--- src/rtl/ss_bus_sequencer.sv ---
`timescale 1ns/1ps
// Savestate bus master: copies NUM_REGS 64-bit mapper slots to memory on save, and back on load.
// Latency: save 3 cycles/slot, load 2 cycles/slot plus rst and load strobes; both plus memory wait.
// Backpressure: a single memory request is held until mem_ack; abort with an error pulse after TIMEOUT cycles.
module ss_bus_sequencer #(
  parameter int NUM_REGS = 16,
  parameter int BASE_ADR = 0,
  parameter int MEM_AW   = 16,
  parameter int MEM_BASE = 0,
  parameter int TIMEOUT  = 1023
) (
  input  logic              clk,
  input  logic              reset_n,
  input  logic              save_req,
  input  logic              load_req,
  output logic              busy,
  output logic              done,
  output logic              error,
  output logic [63:0]       SaveStateBus_Din,
  output logic [9:0]        SaveStateBus_Adr,
  output logic              SaveStateBus_wren,
  output logic              SaveStateBus_rst,
  output logic              SaveStateBus_load,
  input  logic [63:0]       SaveStateBus_Dout,
  output logic [MEM_AW-1:0] mem_addr,
  output logic [63:0]       mem_wdata,
  output logic              mem_rd,
  output logic              mem_wr,
  input  logic [63:0]       mem_rdata,
  input  logic              mem_ack
);

  localparam int SW = $clog2(NUM_REGS) + 1;
  localparam int TW = (TIMEOUT < 2) ? 1 : $clog2(TIMEOUT);

  localparam logic [SW-1:0] LAST_SLOT = SW'(NUM_REGS - 1);
  localparam logic [TW-1:0] CNT_LAST  = TW'(TIMEOUT - 1);

  localparam logic [3:0] ST_IDLE   = 4'd0;
  localparam logic [3:0] ST_S_ADDR = 4'd1;
  localparam logic [3:0] ST_S_CAP  = 4'd2;
  localparam logic [3:0] ST_S_WAIT = 4'd3;
  localparam logic [3:0] ST_L_RST  = 4'd4;
  localparam logic [3:0] ST_L_RD   = 4'd5;
  localparam logic [3:0] ST_L_WR   = 4'd6;
  localparam logic [3:0] ST_L_LOAD = 4'd7;
  localparam logic [3:0] ST_FIN    = 4'd8;

  logic [3:0]    state_q, state_d;
  logic [SW-1:0] slot_q, slot_d;
  logic [TW-1:0] cnt_q, cnt_d;
  logic [63:0]   wdata_q, wdata_d;
  logic [63:0]   rdata_q, rdata_d;
  logic          error_q, error_d;

  logic          in_wait;
  logic          bus_adr_active;
  logic          bus_din_active;

  // Next-state logic: slot walk, memory handshake and timeout abort.
  // On the last slot the slot index is left in place so L_LOAD can keep Adr stable.
  always_comb begin
    state_d = state_q;
    slot_d  = slot_q;
    cnt_d   = '0;
    wdata_d = wdata_q;
    rdata_d = rdata_q;
    error_d = 1'b0;
    case (state_q)
      ST_IDLE: begin
        if (save_req) begin
          state_d = ST_S_ADDR;
        end else if (load_req) begin
          state_d = ST_L_RST;
        end
      end
      ST_S_ADDR: state_d = ST_S_CAP;
      ST_S_CAP: begin
        wdata_d = SaveStateBus_Dout;
        state_d = ST_S_WAIT;
      end
      ST_S_WAIT: begin
        if (mem_ack) begin
          if (slot_q == LAST_SLOT) begin
            state_d = ST_FIN;
          end else begin
            slot_d  = slot_q + SW'(1);
            state_d = ST_S_ADDR;
          end
        end else if (cnt_q == CNT_LAST) begin
          state_d = ST_IDLE;
          slot_d  = '0;
          error_d = 1'b1;
        end else begin
          cnt_d = cnt_q + TW'(1);
        end
      end
      ST_L_RST: state_d = ST_L_RD;
      ST_L_RD: begin
        if (mem_ack) begin
          rdata_d = mem_rdata;
          state_d = ST_L_WR;
        end else if (cnt_q == CNT_LAST) begin
          state_d = ST_IDLE;
          slot_d  = '0;
          error_d = 1'b1;
        end else begin
          cnt_d = cnt_q + TW'(1);
        end
      end
      ST_L_WR: begin
        if (slot_q == LAST_SLOT) begin
          state_d = ST_L_LOAD;
        end else begin
          slot_d  = slot_q + SW'(1);
          state_d = ST_L_RD;
        end
      end
      ST_L_LOAD: state_d = ST_FIN;
      ST_FIN: begin
        slot_d  = '0;
        state_d = ST_IDLE;
      end
      default: begin
        slot_d  = '0;
        state_d = ST_IDLE;
      end
    endcase
  end

  // State registers; reset abandons any operation without touching memory further.
  always_ff @(posedge clk) begin
    if (!reset_n) begin
      state_q <= ST_IDLE;
      slot_q  <= '0;
      cnt_q   <= '0;
      wdata_q <= '0;
      rdata_q <= '0;
      error_q <= 1'b0;
    end else begin
      state_q <= state_d;
      slot_q  <= slot_d;
      cnt_q   <= cnt_d;
      wdata_q <= wdata_d;
      rdata_q <= rdata_d;
      error_q <= error_d;
    end
  end

  assign in_wait        = (state_q == ST_S_WAIT) || (state_q == ST_L_RD);
  assign bus_adr_active = (state_q == ST_S_ADDR) || (state_q == ST_S_CAP) ||
                          (state_q == ST_L_WR)   || (state_q == ST_L_LOAD);
  assign bus_din_active = (state_q == ST_L_WR)   || (state_q == ST_L_LOAD);

  // Bus address and data are forced to zero outside active cycles so mappers never see stray values.
  assign SaveStateBus_Adr  = bus_adr_active ? (10'(BASE_ADR) + 10'(slot_q)) : 10'd0;
  assign SaveStateBus_Din  = bus_din_active ? rdata_q : 64'd0;
  assign SaveStateBus_wren = (state_q == ST_L_WR);
  assign SaveStateBus_rst  = (state_q == ST_L_RST);
  assign SaveStateBus_load = (state_q == ST_L_LOAD);

  assign mem_addr  = in_wait ? (MEM_AW'(MEM_BASE) + MEM_AW'(slot_q)) : '0;
  assign mem_wdata = wdata_q;
  assign mem_wr    = (state_q == ST_S_WAIT);
  assign mem_rd    = (state_q == ST_L_RD);

  assign busy  = (state_q != ST_IDLE) && (state_q != ST_FIN);
  assign done  = (state_q == ST_FIN);
  assign error = error_q;

endmodule

--- config.mk ---
export PLATFORM = sky130hd
export DESIGN_NAME = ss_bus_sequencer
export DESIGN_NICKNAME = d
export VERILOG_FILES = /design/src/rtl/ss_bus_sequencer.sv
export SDC_FILE = /design/constraint.sdc
export NUM_CORES = 1
export LEC_CHECK = 0
export CAP_MARGIN = 20
export CORE_ASPECT_RATIO = 0.9
export CORE_UTILIZATION = 35
export CTS_CLUSTER_DIAMETER = 150
export DETAILED_ROUTE_END_ITERATION = 6
export PLACE_DENSITY = 0.69
export SYNTH_ARGS = -nofsm -noshare
export SYNTH_HDL_FRONTEND = slang
export SYNTH_SLANG_ARGS = --single-unit
export TNS_END_PERCENT = 50
--- constraint.sdc ---
create_clock -name clk -period 2.1 [get_ports clk]
set_input_delay 0.525 -clock clk [delete_from_list [all_inputs] [get_ports clk]]
set_output_delay 0.525 -clock clk [all_outputs]
set_load 0.05 [all_outputs]
==> results.py <==
metrics = {
    "placement": {
        "post_dp_cell_area_um2": 10300,
        "dp_slack_ps": 16.1,
        "dpl.cell_count": 1287,
        "gp_congestion": 0.808,
        "dpl.hpwl_mm": 13.2,
        "port_buffers": 278,
    },
    "power_and_ir_drop": {
        "combPwrFrac_pct": 21.6,
        "power.internal_mw": 5.29,
        "power.share.switching_pct": 30.2,
        "p_per_area_nw_per_um2": 649,
        "max-vdd-ir-drop_uv": 552,
        "p_leak_nw": 4.76,
        "seq_power_share_pct": 39.0,
        "total_power_mw": 7.58,
        "pwr-share-clk_pct": 39.4,
        "p_switching_mw": 2.29,
    },
    "routing": {
        "viasPerCell": 4.80,
        "via_count": 6402,
        "dr.first_iter.drc_count": 281,
        "wirelength_mm": 21.7,
        "routedWlPerCell_um": 16.2,
        "drtAntennaViolNets": 0,
        "first_pass_iters": 6,
        "drc": 0,
    },
    "finish": {
        "area_delta_synth_final_pct": 78.6,
        "final_core_util_pct": 63.7,
        "drive_above_1_share_pct": 23.9,
        "fin_cells": 1334,
        "fillers": 1554,
        "stdcell_area_um2": 11700,
        "antenna-diode-count": 0,
        "fin_nets": 1212,
    },
    "clock_tree": {
        "clock_sinks": 148,
        "cts_tree": "yes",
        "cts-root-buf": "clkbuf_16",
        "clock_latency_ps": 420,
        "hold_buffers": 0,
        "htreeDepth": 4,
        "cts_made_buffers": 17,
        "clk_pin_slew_ps": 70,
        "clockBufferDepth": 2,
    },
    "worst_setup_path": {
        "critPathArrivalTime_ps": 1660,
        "required_ps": 1570,
        "r2r_start": "state_q[1]",
        "crit_start": "state_q[2]",
        "startpoint_type": "register",
        "r2r_cells": 7,
        "reg2reg_slack_ps": 250,
        "crit_type": "reg2out",
        "worstReg2RegEnd": "rdata_q[1]",
        "crit_fanout": 8,
        "worstSetupEndpointType": "output pin",
    },
    "logic_synthesis": {
        "synthDistinctLibCells": 46,
        "synthFlopType": "dfxtp_1",
        "synth_edf_count": 0,
        "synthesis.area_um2": 6540,
        "yosysWarnings": 0,
        "seq_area_frac_synth_pct": 45.3,
        "syn_inst": 809,
        "synth.avg_cell_area_um2": 8.09,
        "ys_ff_latch": 148,
        "synthArstFlopShare_pct": 0,
    },
    "timing": {
        "fmax_ghz": 0.459,
        "tightest_slew_ps": 537,
        "rsz0062_at_grt": "true",
        "fin_crit_sh_pct": 104,
        "finalMaxSlewViolations": 0,
        "hold_viol": 0,
        "skew_ps": 7.61,
        "slew_headroom_pct": 64.3,
        "fin_ws_ps": -80.4,
        "fin_crit_ps": 2180,
        "finalSetupViolCount": 74,
    },
    "hold_path": {
        "min_from": "reset_n",
        "min_path_type": "in2reg",
        "min_path_cells": 3,
        "min_to": "error",
    },
    "die": {
        "num_rows": 47,
        "die_h_um": 132,
        "core_um2": 18300,
        "die_w_um": 146,
        "dieArea_um2": 19200,
        "num_io_pins": 295,
        "start_util_pct": 35.7,
    },
    "job": {
        "cap_violations": 0,
    },
    "global_routing": {
        "overflow": 0,
        "grt_max_degree": 86,
        "grt_pass1_vias": 6193,
        "antenna_found_initial": 0,
        "top_usage_layer": "met2",
        "grt_pass1_wl_mm": 33.5,
        "use_met1_pct": 25.6,
        "gr-usage-all-layers_pct": 22.1,
        "grt_util_met3_pct": 8.54,
        "grt.met2_usage_pct": 37.5,
    },
    "status": {
        "violations": "setup timing",
        "status": "finished with violations",
    },
}
power groups by stage:
stage                     Clock (mW)  Combinational [mW]  Sequential [mW]
after floorplan                    0               0.577             3.24
after global placement             0                1.36             3.02
after detailed placement           0                1.37             3.02
after CTS                       3.05                1.61             2.96
after global routing            3.18                1.73             2.97
final                           2.99                1.63             2.96
cell families (layout without fill, tap and decap cells):
kind of cell,count (synthesis),count (layout),share of synthesized area [%]
AO/OA/AOI/OAI,154,154,17.7
adder cells (fa/ha/maj),3,3,0.574
AND/OR/NAND/NOR,413,413,28.9
buffers and inverters,81,346,6.27
flip-flops,148,148,45.3
XOR/XNOR,9,9,1.20
other,1,16,0.0573
synthesized netlist by cell type (2+ instances only):
cell type / count / area share, %
o21ai_0: 2 / 0.15
a21boi_0: 106 / 12
nor2b_1: 6 / 0.57
a21oi_1: 6 / 0.46
or3_1: 2 / 0.19
ha_1: 3 / 0.57
buf_4: 16 / 1.8
a31oi_1: 2 / 0.19
nor2_1: 18 / 1.0
a21boi_1: 24 / 2.8
and4_1: 2 / 0.27
buf_2: 25 / 1.9
inv_1: 3 / 0.17
and3_1: 67 / 6.4
nor3_1: 7 / 0.54
buf_6: 2 / 0.34
nand3_1: 11 / 0.84
xor2_1: 3 / 0.40
o31ai_2: 2 / 0.38
a32oi_1: 2 / 0.27
a21oi_2: 2 / 0.27
clkbuf_1: 35 / 2.0
nand4_1: 3 / 0.29
dfxtp_1: 148 / 45
nand2_1: 268 / 15
and2_1: 10 / 0.96
nand2b_1: 8 / 0.76
xnor2_1: 6 / 0.80
o21ai_1: 2 / 0.15
nand3b_1: 2 / 0.23
layout by cell type (no fill, tap or decap), drive strengths merged, types with 6 or more instances in the layout:
master	synthesis	routed
xnor2	6	6
conb	1	16
and2	10	10
dfxtp	148	148
nor2b	6	6
a21oi	9	9
clkbuf	35	19
and3	67	67
buf	43	120
nand2b	9	9
nand3	11	11
inv	3	10
nor3	8	8
a21boi	130	130
nand2	268	268
clkdlybuf4s50	0	132
dlymetal6s2s	0	28
nor2	18	18
dlygate4sd2	0	29
layer usage:
| metal | vias to the layer above | part of all wire [%] | wire length, um |
|---|---|---|---|
| met3 | 24 | 8.8 | 1900 |
| met2 | 231 | 48 | 10500 |
| met5 | - | 0 | 0 |
| met1 | 2962 | 41 | 8920 |
| li1 | 3185 | - | - |
| met4 | 0 | 1.8 | 386 |
worst max-delay path by stage:
stage	cells after the start	end	slack, ps
final	5	SaveStateBus_Din[51]	-80
after global routing	6	SaveStateBus_Adr[2]	-140
after CTS	5	SaveStateBus_Din[61]	-80
after detailed placement	5	slot_q[1]	20
after global placement	5	slot_q[0]	20
after floorplan	4	mem_wr	-200
area by class of cell:
cell class / instances / area (um^2) / share of cell area [%]
Clock buffer: 18 / 429 / 3.67
Timing Repair Buffer: 311 / 4150 / 35.5
Inverter: 3 / 11.3 / 0.0964
Multi-Input combinational cell: 595 / 3670 / 31.4
Clock inverter: 14 / 143 / 1.22
Sequential cell: 148 / 2980 / 25.5
Tap cell: 245 / 307 / 2.62
sequential cells by signal, summed over array words and instances, names as in the netlist:
name and flops:
mem_wdata 64, rdata_q 64, cnt_q 10, slot_q 5, state_q 4, error 1
metrics by stage:
| stage | hold WS, ps | TNS (ps) |
|---|---|---|
| 2_1_floorplan | 439 | -292 |
| 3_3_place_gp | 440 | 0 |
| 3_5_place_dp | 447 | 0 |
| 4_1_cts | 376 | -4460 |
| 5_1_grt | 391 | -8140 |
| 6_report | 390 | -3980 |
worst max-delay path, stage by stage (launching register included):
cell and delay (ps):
dfxtp_4 370, nor2b_4 170, buf_6 170, clkbuf_16 180, and3_4 200, buf_12 130
timing repair:
item	in CTS	in global routing
pin swaps	21	6
setup endpoints to repair	109	109
gates cloned	7	1
setup buffers	9	0
resized for setup	124	43
Power figures use the tool's default switching activity.
